## src/rtl/sdram_arbiter.sv

```systemverilog
// sdram_arbiter
// Shares one SDRAM memory controller between the CPU (read/write), the PPU
// (read-only) and an internal periodic auto-refresh generator. Only one
// operation is outstanding at a time. Each operation ends with a registered
// one-cycle ack to its requester. Read data is registered and held.
//
// Ports
//   clk, resetn                  clock, asynchronous active-low reset
//   cpu_req/we/addr/din          CPU request level and payload
//   cpu_ack, cpu_dout            CPU completion pulse, held read data
//   ppu_req/addr                 PPU read request level and address
//   ppu_ack, ppu_dout            PPU completion pulse, held read data
//   mc_read_a/read_b/write/refresh  single-cycle controller commands
//   mc_addr, mc_din              controller address and write data
//   mc_busy                      controller busy (including its init)
//   mc_dout_a, mc_dout_b         controller read data, ports a and b
//   refresh_overflow             sticky flag: refresh backlog saturated
//
// state | meaning
// IDLE  | choose a source and issue its command when the controller is free
// WAIT  | operation in flight; count OP_CYCLES, then capture data and ack

module sdram_arbiter #(
    parameter int REFRESH_INTERVAL = 780,
    parameter int REFRESH_URGENT   = 2,
    parameter int OP_CYCLES        = 4
) (
    input  logic        clk,
    input  logic        resetn,
    input  logic        cpu_req,
    input  logic        cpu_we,
    input  logic [21:0] cpu_addr,
    input  logic [7:0]  cpu_din,
    output logic        cpu_ack,
    output logic [7:0]  cpu_dout,
    input  logic        ppu_req,
    input  logic [21:0] ppu_addr,
    output logic        ppu_ack,
    output logic [7:0]  ppu_dout,
    output logic        mc_read_a,
    output logic        mc_read_b,
    output logic        mc_write,
    output logic        mc_refresh,
    output logic [21:0] mc_addr,
    output logic [7:0]  mc_din,
    input  logic        mc_busy,
    input  logic [7:0]  mc_dout_a,
    input  logic [7:0]  mc_dout_b,
    output logic        refresh_overflow
);

    localparam int TW = (REFRESH_INTERVAL > 1) ? $clog2(REFRESH_INTERVAL) : 1;
    localparam logic [TW-1:0] TMAX    = TW'(REFRESH_INTERVAL - 1);
    localparam logic [2:0]    URG     = 3'(REFRESH_URGENT);
    localparam logic [2:0]    OP_LAST = 3'(OP_CYCLES - 1);

    typedef enum logic {IDLE, WAIT} state_t;
    typedef enum logic [1:0] {SRC_REF, SRC_PPU, SRC_CPU} src_t;

    state_t        state, state_nxt;
    src_t          src_sel, src_q;
    logic          issue;
    logic          we_q;
    logic [21:0]   addr_q;
    logic [7:0]    din_q;
    logic [2:0]    op_cnt;
    logic [2:0]    pending;
    logic [TW-1:0] timer;
    logic          tick;
    logic          op_done;
    logic          refresh_issue;

    assign tick          = (timer == TMAX);
    assign op_done       = (state == WAIT) && (op_cnt == OP_LAST);
    assign refresh_issue = issue && (src_sel == SRC_REF);

    // Issue is qualified by resetn so that asserting reset forces every
    // output low at once, even while a requester still holds its request.
    always_comb begin
        state_nxt  = state;
        issue      = 1'b0;
        src_sel    = SRC_REF;
        mc_read_a  = 1'b0;
        mc_read_b  = 1'b0;
        mc_write   = 1'b0;
        mc_refresh = 1'b0;
        mc_addr    = addr_q;
        mc_din     = din_q;
        case (state)
            IDLE: begin
                if (resetn && !mc_busy) begin
                    if (pending >= URG) begin
                        issue = 1'b1; src_sel = SRC_REF;
                    end else if (ppu_req) begin
                        issue = 1'b1; src_sel = SRC_PPU;
                    end else if (cpu_req) begin
                        issue = 1'b1; src_sel = SRC_CPU;
                    end else if (pending != 3'd0) begin
                        issue = 1'b1; src_sel = SRC_REF;
                    end
                end
                if (issue) begin
                    state_nxt = WAIT;
                    case (src_sel)
                        SRC_PPU: begin
                            mc_read_b = 1'b1;
                            mc_addr   = ppu_addr;
                            mc_din    = 8'd0;
                        end
                        SRC_CPU: begin
                            mc_write  = cpu_we;
                            mc_read_a = !cpu_we;
                            mc_addr   = cpu_addr;
                            mc_din    = cpu_we ? cpu_din : 8'd0;
                        end
                        default: begin
                            mc_refresh = 1'b1;
                            mc_addr    = 22'd0;
                            mc_din     = 8'd0;
                        end
                    endcase
                end
            end
            WAIT: begin
                if (op_done) state_nxt = IDLE;
            end
            default: state_nxt = IDLE;
        endcase
    end

    always_ff @(posedge clk or negedge resetn) begin
        if (!resetn) begin
            state            <= IDLE;
            src_q            <= SRC_REF;
            we_q             <= 1'b0;
            addr_q           <= 22'd0;
            din_q            <= 8'd0;
            op_cnt           <= 3'd0;
            timer            <= '0;
            pending          <= 3'd0;
            refresh_overflow <= 1'b0;
            cpu_ack          <= 1'b0;
            ppu_ack          <= 1'b0;
            cpu_dout         <= 8'd0;
            ppu_dout         <= 8'd0;
        end else begin
            state <= state_nxt;
            timer <= tick ? '0 : timer + 1'b1;

            // A tick and a refresh issue in the same cycle cancel out.
            if (tick && !refresh_issue) begin
                if (pending != 3'd7) pending <= pending + 3'd1;
            end else if (!tick && refresh_issue) begin
                pending <= pending - 3'd1;
            end
            if (tick && pending == 3'd7) refresh_overflow <= 1'b1;

            if (issue) begin
                op_cnt <= 3'd0;
                src_q  <= src_sel;
                we_q   <= (src_sel == SRC_CPU) && cpu_we;
                addr_q <= mc_addr;
                din_q  <= mc_din;
            end else if (state == WAIT) begin
                op_cnt <= op_cnt + 3'd1;
            end

            cpu_ack <= op_done && (src_q == SRC_CPU);
            ppu_ack <= op_done && (src_q == SRC_PPU);
            if (op_done && src_q == SRC_CPU && !we_q) cpu_dout <= mc_dout_a;
            if (op_done && src_q == SRC_PPU)          ppu_dout <= mc_dout_b;
        end
    end

endmodule

```

## config.mk

```make
export PLATFORM = sky130hd
export DESIGN_NAME = sdram_arbiter
export DESIGN_NICKNAME = d
export VERILOG_FILES = /design/src/rtl/sdram_arbiter.sv
export SDC_FILE = /design/constraint.sdc
export NUM_CORES = 1
export LEC_CHECK = 0
export ABC_AREA = 0
export BUFFER_PORTS_ARGS = -buffer_cell sky130_fd_sc_hd__buf_2
export CORE_ASPECT_RATIO = 1.2
export CORE_MARGIN = 5
export CORE_UTILIZATION = 53
export CTS_CLUSTER_SIZE = 8
export DETAILED_ROUTE_END_ITERATION = 8
export HOLD_SLACK_MARGIN = 0.12
export PLACE_DENSITY = 0.85
export SETUP_SLACK_MARGIN = 0.05
export SLEW_MARGIN = 20
export SYNTH_ARGS = -nofsm -noshare
export SYNTH_HDL_FRONTEND = slang
export SYNTH_SLANG_ARGS = --single-unit
```

## constraint.sdc

```tcl
create_clock -name clk -period 6.5 [get_ports clk]
set_input_delay 0.325 -clock clk [delete_from_list [all_inputs] [get_ports clk]]
set_output_delay 0.325 -clock clk [all_outputs]
set_load 0.01 [all_outputs]
```

==> impl_metrics.csv <==
group,metric,value,unit
route,vias,2948,
yosys,syn_avg_cell_area,10.2,um2
clock_network,cts_num_sinks,69,
global_routing,antenna_found_initial,0,
placed_design,gp_congestion,0.783,
clock_network,post-cts-setup-buffers,0,
clock_network,ctsResizeCount,0,
worst_setup_path,worstSetupEndpointType,"output pin",
power,peakVddDrop,0.000185,V
worst_setup_path,critPathArrivalTime,3230,ps
route,dr.pass1.iters,4,
sta,tns,0,ps
yosys,syn_nets,412,
floorplan,start_util,53.4,%
route,routedWlPerCell,14.5,um
floorplan,die_h,97.5,um
worst_setup_path,cp_cell_sequence,"buf_2, buf_4, nor2b_1, nand4b_1, inv_1, ha_1, and2_1, nand2_1, o21ai_0, buf_2",
yosys,synth_seq_area_share,51.1,%
yosys,ys_types,48,
layout,final_cell_mix,"buf_2, nand2_1, dfrtp_1",
global_routing,grt_usage,19.7,%
placed_design,dp.cells,523,
sta,fin_skew,6.71,ps
worst_setup_path,path_buf_inv,4,
clock_network,ctsLongestPathBuffers,2,
layout,final_area,0.00428,mm2
clock_network,cts_max_level,3,
layout,area_delta_synth_final,26.6,%
global_routing,globalRoute.totalOverflow,0,
outcome,status,"complete, no violations",
route,drt_iter0_drc,174,
placed_design,postPlaceCellArea,0.00405,mm2
placed_design,post-dp-hpwl,5650,um
worst_setup_path,critPathMaxStageDelay,690,ps
flow_run,maxCapViolations,0,
power,p_leak,2.11,nW
yosys,synth_top_area_share,51.1,%
sta,max_freq,282,MHz
floorplan,core_area,0.00633,mm2
clock_network,cts_hold_buf,0,
worst_setup_path,worstPathRequired,6170,ps
floorplan,die-area,0.00808,mm2
worst_setup_path,crit_top_cell,"buf_2",
yosys,yosysWarnings,0,
yosys,async_flop_share,100,%
layout,drive_above_1_share,36.6,%
worst_setup_path,cpMaxStageDelayCell,"ha_1",
layout,stdcell_count,539,
placed_design,post-place-ws,2910,ps
yosys,synth_flop_cell,"dfrtp_1",
worst_setup_path,worstPathMaxFanout,71,
floorplan,rows,32,
sta,period_minus_slack,3550,ps
sta,max_slew_margin,42.8,%
worst_setup_path,crit_family,"buffers and inverters",
yosys,yosys.area.top_type,"dfrtp_1",
clock_network,clk_latency,330,ps
yosys,ys_seq_elements,69,
clock_network,cts.clk_slew.worst_paths,70,ps
clock_network,numCtsBuffers,9,
layout,nets,529,
sta,finalMaxSlewViolations,0,
sta,rsz0062_at_grt,"no",
global_routing,grt_pass1_wl,13300,um
layout,final_common_cell,"buf_2",
global_routing,grt_pass1_vias,2991,
layout,n_antenna_cell,0,
floorplan,dieWidth,82.9,um
sta,max_slew.worst_pin.slew,857,ps
worst_setup_path,start_kind,"input port",
yosys,synthCells,332,
route,drt.antenna.violating_nets,0,
sta,fin_ws,2950,ps
power,cellPowerDensity,287,mW/mm2
clock_network,cts_root_buf,"clkbuf_8",
clock_network,cts_tree,"yes",
min_path,hold_path_class,"input port to async pin",
global_routing,grt_max_degree,72,
sta,hold_viol,0,
sta,setup_viol,0,
route,viasPerCell,5.47,
route,wl,7820,um
route,drcViolationCount,0,
yosys,synth_edf_count,0,
floorplan,io_pins,127,
sta,min_period_over_period,54.6,%
yosys,synth_area,0.00338,mm2
yosys,yosys-top-cells-area,"dfrtp_1, o31ai_1, nand2_1",
worst_setup_path,critical_path_class,"input port to output pin",
placed_design,portBuffers,126,
-- per-stage QoR --
step,util (%),hold WS [ps],power (mW)
final,67.7,186,1.23
after detailed placement,64.1,460,0.853
after CTS,67.6,176,1.24
after global routing,67.7,180,1.30
after floorplan,-,29.4,0.727
after global placement,63.9,455,0.835
-- cells by family (layout without fill, tap and decap cells) --
group / after synthesis / in the layout / share of synthesized area, %
and+or+nand+nor: 110 / 110 / 16.1
AOI/OAI and AO/OA: 101 / 101 / 21.4
DFF: 69 / 69 / 51.1
buffers and inverters: 28 / 150 / 3.59
muxes: 10 / 10 / 3.33
xor gates and xnor gates: 8 / 8 / 2.07
adders and majority gates: 6 / 6 / 2.44
-- where the power goes --
part,leakage (nW),switching [mW],internal (mW)
clock,0.106,0.159,0.227
sequential,0.912,0.0456,0.510
combinational,1.10,0.155,0.130
-- flip-flops by register name, indices dropped and copies added, names as in the netlist --
register / count
src_q: 2
we_q: 1
cpu_ack: 1
ppu_ack: 1
refresh_overflow: 1
state: 1
timer: 10
pending: 3
cpu_dout: 8
din_q: 8
addr_q: 22
op_cnt: 3
ppu_dout: 8
-- synth_stat cells (all sizes together) (2+ instances only) --
| cell type | n |
|---|---|
| mux2 | 10 |
| o21ai | 20 |
| dfrtp | 69 |
| xnor2 | 5 |
| buf | 9 |
| nand4 | 2 |
| nand4b | 2 |
| a22o | 2 |
| or4 | 2 |
| nand3 | 6 |
| clkbuf | 14 |
| a22oi | 22 |
| nor2b | 4 |
| and2 | 2 |
| and3 | 6 |
| xor2 | 3 |
| nor3b | 3 |
| o31ai | 44 |
| a21oi | 4 |
| nor2 | 7 |
| ha | 5 |
| nand2 | 69 |
| inv | 4 |
-- worst register-to-register path, stage by stage, from the launching register on --
cell and delay (ps):
dfrtp_1 420, or4_4 570, nor4_4 690, nand2_1 150
fa_1 440, or4b_2 680, o311a_1 130
-- final cells by class --
type / instances / area, um2
Fill cell: 501 / 2050
Sequential cell: 69 / 1730
Multi-Input combinational cell: 235 / 1550
Timing Repair Buffer: 129 / 657
Clock buffer: 11 / 141
Tap cell: 85 / 106
Clock inverter: 5 / 83.8
Inverter: 5 / 18.8
-- layer usage --
metal	wire length, um	vias up	GRT usage [%]
met4	157	0	8.93
met1	3330	1351	24.4
li1	-	1460	-
met5	0	-	0
met2	3760	122	32.3
met3	577	15	5.00
-- path summary, 6_finish.rpt --
path	from	end	slack (ps)	cells past startpoint
worst max-delay path	resetn	mc_din[7]	2950	10
worst min-delay path	resetn	pending[1]	190	2
worst max register to register	timer[5]	pending[2]	3300	6
worst min register to register	refresh_overflow	refresh_overflow	480	1
max in group asynchronous	resetn	timer[0]	5770	2
min in group clk	mc_dout_b[6]	ppu_dout[6]	190	3
Note: power is estimated with default switching activity, not from simulation.
